### src/rtl/serial_borrow_subtractor.sv
// Multi-precision subtractor: D = A - B - BIN, one 8-bit Brent-Kung slice per clock,
// LSB slice first, with the borrow carried between slices in a register.
module serial_borrow_subtractor #(
    parameter int unsigned WIDTH = 32
) (
    input  logic             clk,
    input  logic             rst_n,
    input  logic             in_valid,
    output logic             in_ready,
    input  logic [WIDTH-1:0] a,
    input  logic [WIDTH-1:0] b,
    input  logic             bin,
    output logic             out_valid,
    input  logic             out_ready,
    output logic [WIDTH-1:0] d,
    output logic             bout,
    output logic             ovf,
    output logic             zero
);

    localparam int unsigned N    = WIDTH / 8;
    localparam int unsigned IdxW = (N > 1) ? $clog2(N) : 1;
    localparam logic [IdxW-1:0] LastIdx = IdxW'(N - 1);

    typedef enum logic [1:0] {StIdle, StRun, StDone} state_e;

    state_e           state_q;
    logic [WIDTH-1:0] a_q;
    logic [WIDTH-1:0] nb_q;
    logic             b_msb_q;
    logic             borrow_q;
    logic [IdxW-1:0]  idx_q;
    logic             nz_q;
    logic [WIDTH-1:0] d_q;
    logic             bout_q;
    logic             ovf_q;
    logic             zero_q;

    logic [7:0] x, y, g, p, gpre, ppre, sum;
    logic [8:0] c;
    logic       cin;

    assign x   = a_q[{idx_q, 3'b000} +: 8];
    assign y   = nb_q[{idx_q, 3'b000} +: 8];
    assign cin = ~borrow_q;
    assign g   = x & y;
    assign p   = x ^ y;

    // Brent-Kung prefix tree: up-sweep pairs/quads/octet, then down-sweep fill-in.
    logic g10, p10, g32, p32, g54, p54, g76, p76;
    logic g30, p30, g74, p74;
    always_comb begin
        g10 = g[1] | (p[1] & g[0]);   p10 = p[1] & p[0];
        g32 = g[3] | (p[3] & g[2]);   p32 = p[3] & p[2];
        g54 = g[5] | (p[5] & g[4]);   p54 = p[5] & p[4];
        g76 = g[7] | (p[7] & g[6]);   p76 = p[7] & p[6];
        g30 = g32 | (p32 & g10);      p30 = p32 & p10;
        g74 = g76 | (p76 & g54);      p74 = p76 & p54;

        gpre[0] = g[0];                    ppre[0] = p[0];
        gpre[1] = g10;                     ppre[1] = p10;
        gpre[2] = g[2] | (p[2] & g10);     ppre[2] = p[2] & p10;
        gpre[3] = g30;                     ppre[3] = p30;
        gpre[4] = g[4] | (p[4] & g30);     ppre[4] = p[4] & p30;
        gpre[5] = g54 | (p54 & g30);       ppre[5] = p54 & p30;
        gpre[6] = g[6] | (p[6] & gpre[5]); ppre[6] = p[6] & ppre[5];
        gpre[7] = g74 | (p74 & g30);       ppre[7] = p74 & p30;

        c[0] = cin;
        for (int i = 0; i < 8; i++) begin
            c[i+1] = gpre[i] | (ppre[i] & cin);
        end
        sum = p ^ c[7:0];
    end

    always_ff @(posedge clk or negedge rst_n) begin
        if (!rst_n) begin
            state_q  <= StIdle;
            a_q      <= '0;
            nb_q     <= '0;
            b_msb_q  <= 1'b0;
            borrow_q <= 1'b0;
            idx_q    <= '0;
            nz_q     <= 1'b0;
            d_q      <= '0;
            bout_q   <= 1'b0;
            ovf_q    <= 1'b0;
            zero_q   <= 1'b0;
        end else begin
            case (state_q)
                StIdle: begin
                    if (in_valid) begin
                        a_q      <= a;
                        nb_q     <= ~b;
                        b_msb_q  <= b[WIDTH-1];
                        borrow_q <= bin;
                        idx_q    <= '0;
                        nz_q     <= 1'b0;
                        state_q  <= StRun;
                    end
                end
                StRun: begin
                    d_q[{idx_q, 3'b000} +: 8] <= sum;
                    borrow_q <= ~c[8];
                    idx_q    <= idx_q + 1'b1;
                    nz_q     <= nz_q | (|sum);
                    if (idx_q == LastIdx) begin
                        state_q <= StDone;
                        bout_q  <= ~c[8];
                        ovf_q   <= (a_q[WIDTH-1] ^ b_msb_q) & (sum[7] ^ a_q[WIDTH-1]);
                        zero_q  <= ~nz_q & ~(|sum);
                    end
                end
                StDone: begin
                    if (out_ready) state_q <= StIdle;
                end
                default: state_q <= StIdle;
            endcase
        end
    end

    assign in_ready  = (state_q == StIdle);
    assign out_valid = (state_q == StDone);
    assign d         = d_q;
    assign bout      = bout_q;
    assign ovf       = ovf_q;
    assign zero      = zero_q;

endmodule

### config.mk
export PLATFORM = sky130hd
export DESIGN_NAME = serial_borrow_subtractor
export DESIGN_NICKNAME = d
export VERILOG_FILES = /design/src/rtl/serial_borrow_subtractor.sv
export SDC_FILE = /design/constraint.sdc
export NUM_CORES = 1
export LEC_CHECK = 0
export CORE_MARGIN = 8
export CORE_UTILIZATION = 40
export CTS_BUF_LIST = sky130_fd_sc_hd__clkbuf_8 sky130_fd_sc_hd__clkbuf_16
export DETAILED_ROUTE_END_ITERATION = 12
export GPL_TIMING_DRIVEN = 0
export PLACE_DENSITY = 0.66
export SLEW_MARGIN = 5
export SYNTH_ARGS = -nofsm -noshare
export SYNTH_HDL_FRONTEND = slang
export SYNTH_SLANG_ARGS = --single-unit
### constraint.sdc
create_clock -name clk -period 4.7 [get_ports clk]
set_clock_uncertainty 0.2 [all_clocks]
set_input_delay 1.175 -clock clk [delete_from_list [all_inputs] [get_ports clk]]
set_output_delay 1.175 -clock clk [all_outputs]
set_load 0.01 [all_outputs]
==> results.env, run 1 <==
OUTCOME='finished, final reports clean'
POST_CTS_BUFFERS=0
GLOBAL_ROUTE_WIRE_LENGTH_BEFORE_REPAIR_MM=20.42
FINALHOLDWORSTSLACK_PS=274.3
POSTSYNTHCELLCOUNT=465
LAYOUT_COMMON_CELLS='161 x sky130_fd_sc_hd__nand2_1, 106 x sky130_fd_sc_hd__dfrtp_1, 104 x sky130_fd_sc_hd__clkdlybuf4s50_1'
POSTCTSHOLDBUFS=0
ROOT_BUFFER='sky130_fd_sc_hd__clkbuf_16'
ROUTE.ANTENNA.REMAINING_NETS=0
CTS_MADE_BUFFERS=9
CHIPHEIGHT_UM=125.8
CLK_LATENCY_PS=340
DELAY_OF_THE_SLOWEST_CELL_ON_THE_WORST_PATH_PS=590
NNETSFINAL=666
MAX_SLEW_MARGIN_PCT=48.50
FIRST_ITER_VIOLATIONS=212
STATIC-LEAKAGE-POWER_nW=2.903
DRIVE_GT1_SHARE_PCT=6.985
INSTANCES_NO_FILL=734
CORE.ROWCOUNT=40
SYNTHESIS.YOSYS.WARNINGS=0
IO_PINS=106
FINAL_COMMON_CELL='sky130_fd_sc_hd__nand2_1'
END_KIND='flip-flop'
CRITICAL_PATH.MOST_COMMON_CELL='sky130_fd_sc_hd__clkbuf_1'
TRITONCTS='yes'
SYNTHESIS.AREA_UM2=4822
DISTINCT_CELL_TYPE_COUNT_AFTER_SYNTHESIS=45
INITIAL_CORE_UTIL_PCT=40.48
P_PER_AREA_nW_PER_UM2=806.7
CP.ARRIVAL_PS=4210
PLACEABLECOREAREA_UM2=11910
POST_CTS_RESIZED=0
POST_SYNTH.CELL_AREA_AVG_UM2=10.37
DRC_ERRORS=0
GRTUSAGETOTAL_PCT=16.16
MULTI_INPUT_AREA_UM2=2074
CLOCK_TRANSITION_AT_THE_REGISTERS_OF_THE_REPORTED_PATHS_PS=80
FILLCELLCOUNT=1141
CTS.PATH.MAX_BUFFERS=2
FINAL-SEQ-AREA_UM2=2653
FINALWORSTPATHREQUIREDPERIOD_PS=4128
VIAS_IN_THE_FIRST_GLOBAL_ROUTE=4050
VIAS_PER_CELL=5.208
FMAX_MHz=242.3
GRT_ANTENNA_BEFORE_REPAIR=0
CRITPATHKIND='flip-flop to flip-flop'
GRT_START_MAX_NET_PINS=63
REPORT.FINAL.HOLD_VIOL_COUNT=0
ROUTABILITYCONGESTION=0.8208
MIN_PERIOD_OVER_PERIOD_PCT=87.82
CTS_SINKS=106
DETAILROUTE.VIA_COUNT=3823
CP_CELL_SEQUENCE='clkbuf_1 > clkbuf_1 > mux4_2 > fa_1 > xnor2_1 > nand3b_1 > mux2i_1 > o211ai_2 > nor4b_2 > mux2_1'
PORT-BUFFER-COUNT=105
DR.PASS1.ITERS=4
FINALWIRELENGTH_MM=12.49
CRITPATHMAXFANOUT=10
POST-PLACE-CELLS=718
WORST_SETUP_PATH_START_KIND='flip-flop'
SYNTH.YOSYS.SEQ_AREA_SHARE_PCT=55.01
REQ_TIME_CRIT_PATH_PS=4780
POSTSYNTHNETCOUNT=549
SUM_OF_NET_HALF_PERIMETERS_AFTER_DETAILED_PLACEMENT_MM=9.693
YOSYS_REGISTER_BITS=106
MAX_VDD_DROP_uV=390.5
OVERFLOW=0
HOLD_CLASS='flip-flop to flip-flop'
DIE_AREA_UM2=15820
DIE_WIDTH_UM=125.8
WL_PER_CELL_UM=17.02
INSERTEDDIODECOUNT=0
TIMING.CRITICAL_PATH.SLOWEST_STAGE_CELL='sky130_fd_sc_hd__clkbuf_1'
FINAL-SETUP-VIOL-COUNT=0
GRT_SETUP_UNREPAIRED='false'
HTREE_NUM_LEVELS=3
FINAL_MAX_SLEW_VIOL_COUNT=0
CAP_VIOLATIONS=0
SYN2LAYOUT_AREA_GROWTH_PCT=32.43
MAX_SLEW.WORST_PIN.SLEW_PS=772.5
## cell families (layout without fill, tap and decap cells)
group / Yosys count / count (layout) / synth area share (%)
AND/OR/NAND/NOR: 207 / 207 / 17.98
multiplexers: 19 / 19 / 8.122
XOR/XNOR: 2 / 2 / 0.3633
AO/OA/AOI/OAI: 91 / 91 / 12.51
buffers and inverters: 25 / 147 / 1.972
flip-flops: 106 / 106 / 55.01
adder cells (fa/ha/maj): 15 / 15 / 4.048
## per-layer routing
metal | track usage (%) | up-vias | routed length [um]
met4 | 4.954 | 0 | 102
met2 | 28.35 | 97 | 6287
met3 | 3.586 | 7 | 717
met5 | 0 | - | 0
met1 | 19.39 | 1887 | 5387
li1 | - | 1832 | -
## state kept, by name, summed over array words and instances (netlist names), 2 cells and up
name / flops
a_q: 32
d: 32
idx_q: 2
nb_q: 32
state_q: 2
## area by class of cell
cell class | count | area share, %
Sequential cell | 106 | 41.54
Buffer | 20 | 1.195
Clock inverter | 7 | 1.234
Multi-Input combinational cell | 334 | 32.48
Clock buffer | 9 | 3.527
Tap cell | 147 | 2.880
Timing Repair Buffer | 106 | 16.85
Inverter | 5 | 0.2939
## where the power goes
group          switching (mW)  leakage (nW)  internal, mW
Sequential              0.232          1.35          1.31
Combinational            1.65          1.40          1.19
Clock                   0.348         0.149         0.419
## stage by stage
| stage | cell area [um2] | setup TNS, ps | setup WS [ps] | utilization [%] | total power, mW |
|---|---|---|---|---|---|
| after floorplan | 4822 | 0 | 1403 | - | 3.419 |
| after global placement | 6057 | -163670 | -1551 | 50.85 | 4.307 |
| after detailed placement | 6082 | 0 | 510.2 | 51.06 | 4.422 |
| after CTS | 6386 | 0 | 530.6 | 53.61 | 5.194 |
| after global routing | 6386 | 0 | 411.0 | 53.61 | 5.544 |
| final | 6386 | 0 | 572.4 | 53.61 | 5.152 |
## synthesized netlist by cell type, drive strengths merged
master / count / area (um2)
a211o: 1 / 8.760
a21boi: 2 / 15.01
a21o: 2 / 15.01
a21oi: 3 / 15.01
a221oi: 1 / 26.28
a22o: 16 / 140.1
a311o: 1 / 10.01
a311oi: 2 / 23.77
and2: 3 / 18.77
and3: 1 / 6.260
buf: 5 / 20.01
clkbuf: 15 / 56.30
dfrtp: 106 / 2653
fa: 1 / 20.02
ha: 14 / 175.2
inv: 5 / 18.77
mux2: 1 / 11.26
mux2i: 2 / 20.02
mux4: 16 / 360.4
nand2: 162 / 610.6
nand2b: 5 / 31.28
nand3: 4 / 20.02
nand3b: 1 / 7.510
nand4: 3 / 18.77
nor2: 13 / 48.80
nor2b: 6 / 45.04
nor3: 4 / 20.02
nor4: 2 / 12.51
nor4b: 1 / 15.01
o2111a: 1 / 12.51
o2111ai: 1 / 8.760
o211ai: 1 / 12.51
o21a: 1 / 7.510
o21ai: 54 / 270.3
o221ai: 1 / 8.760
o22ai: 1 / 6.260
o31ai: 3 / 22.52
or2: 1 / 6.260
or3: 1 / 6.260
xnor2: 2 / 17.52
## worst max-delay path, delay by kind of cell (launching register included)
family / cells / cell delay, ps
xor+xnor: 1 / 450
buf+inv: 2 / 1040
compound gates: 1 / 120
simple gates: 2 / 480
flops: 1 / 420
mux: 3 / 870
fa+ha+maj: 1 / 460
## final timing paths
| path | startpoint | end | slack [ps] | cells past startpoint |
|---|---|---|---|---|
| min in group asynchronous | rst_n | d[0] | 610 | 1 |
| min | a_q[24] | a_q[24] | 270 | 2 |
| max | idx_q[1] | zero | 570 | 10 |
| max in group asynchronous | rst_n | a_q[31] | 2980 | 2 |
| min reg2reg | a_q[24] | a_q[24] | 270 | 2 |
| max reg2reg | idx_q[1] | zero | 570 | 10 |
Note: power is estimated with default switching activity, not from simulation.
==> inputs of run 2 (changes only) <==
Settings changed: DONT_BUFFER_PORTS set to 1, PLACE_DENSITY 0.66 to not set, TNS_END_PERCENT set to 30.
==> results.env, run 2 (synthesized netlist as in run 1, its figures left out) <==
POST_CTS_BUFFERS=0  # unchanged
GRT_ANTENNA_BEFORE_REPAIR=0  # unchanged
DETAILROUTE.VIA_COUNT=3389  # was 3,823
LAYOUT_COMMON_CELLS='161 x sky130_fd_sc_hd__nand2_1, 106 x sky130_fd_sc_hd__dfrtp_1, 49 x sky130_fd_sc_hd__o21ai_0'  # was 161 x sky130_fd_sc_hd__nand2_1, 106 x sky130_fd_sc_hd__dfrtp_1, 104 x sky130_fd_sc_hd__clkdlybuf4s50_1
CTS_SINKS=106  # unchanged
OUTCOME='finished, final reports clean'  # unchanged
CRITICAL_PATH.MOST_COMMON_CELL='sky130_fd_sc_hd__clkbuf_1'  # unchanged
INITIAL_CORE_UTIL_PCT=40.48  # unchanged
CTS_MADE_BUFFERS=9  # unchanged
NNETSFINAL=560  # was 666
HTREE_NUM_LEVELS=3  # unchanged
REQ_TIME_CRIT_PATH_PS=4790  # was 4780 ps
POWER_SWITCHING_SHARE_PCT=44.00  # was 43.30%
CHIPHEIGHT_UM=125.8  # unchanged
CTS.PATH.MAX_BUFFERS=2  # unchanged
P_INT_mW=2.762  # was 2.921 mW
GLOBAL_ROUTE_WIRE_LENGTH_BEFORE_REPAIR_MM=19.80  # was 20.42 mm
VIAS_PER_CELL=5.396  # was 5.208
ROUTABILITYCONGESTION=0.7828  # was 0.8208
SHARE_CLK_OF_TOTAL_POWER_PCT=16.7  # was 14.9%
DR.PASS1.ITERS=4  # unchanged
POWER.SEQUENTIAL.FRACTION_PCT=32.7  # was 30.0%
CORE.ROWCOUNT=40  # unchanged
FINALWIRELENGTH_MM=12.25  # was 12.49 mm
DIE_AREA_UM2=15820  # unchanged
POST_CTS_RESIZED=0  # unchanged
REPORT.FINAL.HOLD_VIOL_COUNT=0  # unchanged
FIRST_ITER_VIOLATIONS=192  # was 212
STATIC-LEAKAGE-POWER_nW=2.514  # was 2.903 nW
WORST_HOLD_PATH.NUM_CELLS=2  # unchanged
TRITONCTS='yes'  # unchanged
CRITPATHKIND='flip-flop to flip-flop'  # unchanged
FINAL-SETUP-VIOL-COUNT=0  # unchanged
MAX_SLEW_MARGIN_PCT=48.82  # was 48.50%
MULTI_INPUT_AREA_UM2=2074  # unchanged
HOLD_CLASS='flip-flop to flip-flop'  # unchanged
FIN_SETUP_TNS_PS=0  # unchanged
FINAL-SEQ-AREA_UM2=2653  # unchanged
CP.ARRIVAL_PS=4300  # was 4210 ps
R2R_START='idx_q[1]'  # unchanged
WL_PER_CELL_UM=19.51  # was 17.02 um
GRT_START_MAX_NET_PINS=107  # was 63
CP_CELL_SEQUENCE='clkbuf_1 > clkbuf_1 > mux4_2 > ha_1 > nor2b_4 > o2111ai_1 > nand2_2 > a311oi_2 > nor4b_2 > mux2_1'  # was clkbuf_1 > clkbuf_1 > mux4_2 > fa_1 > xnor2_1 > nand3b_1 > mux2i_1 > o211ai_2 > nor4b_2 > mux2_1
POSTCTSHOLDBUFS=0  # unchanged
SUM_OF_NET_HALF_PERIMETERS_AFTER_DETAILED_PLACEMENT_MM=9.085  # was 9.693 mm
FMAX_MHz=237.5  # was 242.3 MHz
WORST-R2R-CELL-COUNT=10  # unchanged
ROUTE.ANTENNA.REMAINING_NETS=0  # unchanged
MAX_SLEW.WORST_PIN.SLEW_PS=762.6  # was 772.5 ps
SYN2LAYOUT_AREA_GROWTH_PCT=10.64  # was 32.43%
TOTALPOWERFINAL_mW=4.932  # was 5.152 mW
P_PER_AREA_nW_PER_UM2=924.4  # was 806.7 nW/um2
CLK_LATENCY_PS=350  # was 340 ps
FINALWORSTPATHREQUIREDPERIOD_PS=4211  # was 4128 ps
CAP_VIOLATIONS=0  # unchanged
POST-PLACE-CELLS=612  # was 718
FILLCELLCOUNT=1187  # was 1,141
DRC_ERRORS=0  # unchanged
OVERFLOW=0  # unchanged
DRIVE_GT1_SHARE_PCT=7.900  # was 6.985%
PLACEABLECOREAREA_UM2=11910  # unchanged
MIN_FROM='a_q[25]'  # was a_q[24]
WORST_SETUP_PATH_START_KIND='flip-flop'  # unchanged
MIN_PERIOD_OVER_PERIOD_PCT=89.59  # was 87.82%
INSERTEDDIODECOUNT=0  # unchanged
TIMING.CRITICAL_PATH.SLOWEST_STAGE_CELL='sky130_fd_sc_hd__clkbuf_1'  # unchanged
GRT_SETUP_UNREPAIRED='false'  # unchanged
DIE_WIDTH_UM=125.8  # unchanged
MAX_VDD_DROP_uV=485.9  # was 390.5 uV
FINAL_MAX_SLEW_VIOL_COUNT=0  # unchanged
WHS_ENDPOINT='a_q[25]'  # was a_q[24]
UTILIZATION_AFTER_LAYOUT_PCT=44.79  # was 53.61%
DELAY_OF_THE_SLOWEST_CELL_ON_THE_WORST_PATH_PS=630  # was 590 ps
COMB_POWER_SHARE_PCT=50.6  # was 55.1%
REG2REG_SLACK_PS=490  # was 570 ps
IO_PINS=106  # unchanged
INSTANCES_NO_FILL=628  # was 734
CLOCK_TRANSITION_AT_THE_REGISTERS_OF_THE_REPORTED_PATHS_PS=70  # was 80 ps
GRTUSAGETOTAL_PCT=16.18  # was 16.16%
VIAS_IN_THE_FIRST_GLOBAL_ROUTE=3609  # was 4,050
POWER.SWITCHING_mW=2.170  # was 2.230 mW
WORSTREG2REGEND='zero'  # unchanged
FINAL_COMMON_CELL='sky130_fd_sc_hd__nand2_1'  # unchanged
END_KIND='flip-flop'  # unchanged
PORT-BUFFER-COUNT=0  # was 105
ROOT_BUFFER='sky130_fd_sc_hd__clkbuf_16'  # unchanged
CRITPATHMAXFANOUT=10  # unchanged
==> run 2: how the worst max path moves through the flow <==
stage / start / end / slack [ps] / cells past startpoint
detailed placement: idx_q[1] / zero / 460 / 10
CTS: idx_q[1] / zero / 450 / 10
global placement: idx_q[1] / zero / 530 / 10
finish: idx_q[1] / zero / 490 / 10
global route: idx_q[1] / zero / 230 / 10
floorplan: idx_q[0] / zero / 1400 / 9
==> run 2: through the flow <==
step	cell area (um2)	hold WS (ps)	setup WS [ps]
after detailed placement	5006	258.0	458.1
after global routing	5335	298.2	227.4
after CTS	5335	275.5	448.0
final	5335	271.3	489.5
after floorplan	4822	240.3	1403
after global placement	5006	253.2	529.7
==> run 2: final cells by class <==
cell class,instances,share of cell area [%]
buffer,20,1.431
clock inverter,5,1.431
multi-input combinational,334,38.88
clock buffer,11,4.737
sequential,106,49.72
inverter,5,0.3518
tap,147,3.447
==> run 2: layer usage <==
metal | share of wire [%] | global-route usage [%]
met2 | 47 | 25.87
met4 | 2.3 | 6.157
met5 | 0 | 0
met3 | 9.5 | 6.329
met1 | 42 | 19.36
==> run 2: power by group through the flow <==
stage          Clock (mW)  Sequential (mW)  Combinational, mW
2_1_floorplan           0             1.54               1.88
3_3_place_gp            0             1.62               2.44
3_5_place_dp            0             1.64               2.51
4_1_cts             0.844             1.62               2.52
5_1_grt             0.876             1.67               2.79
6_report            0.824             1.62               2.49
==> run 2: worst max-delay path: cells and delay by family (launching register included) <==
family | cells | cell delay [ps]
muxes | 2 | 640
adders and majority gates | 1 | 310
and+or+nand+nor | 3 | 670
DFF | 1 | 430
buffers and inverters | 2 | 1090
AOI/OAI and AO/OA | 2 | 790
==> inputs of run 3 (changes only) <==
Settings changed: HOLD_SLACK_MARGIN set to 0.02.
==> results of run 3 <==
Final layout, timing and power as in run 2 (identical DEF).
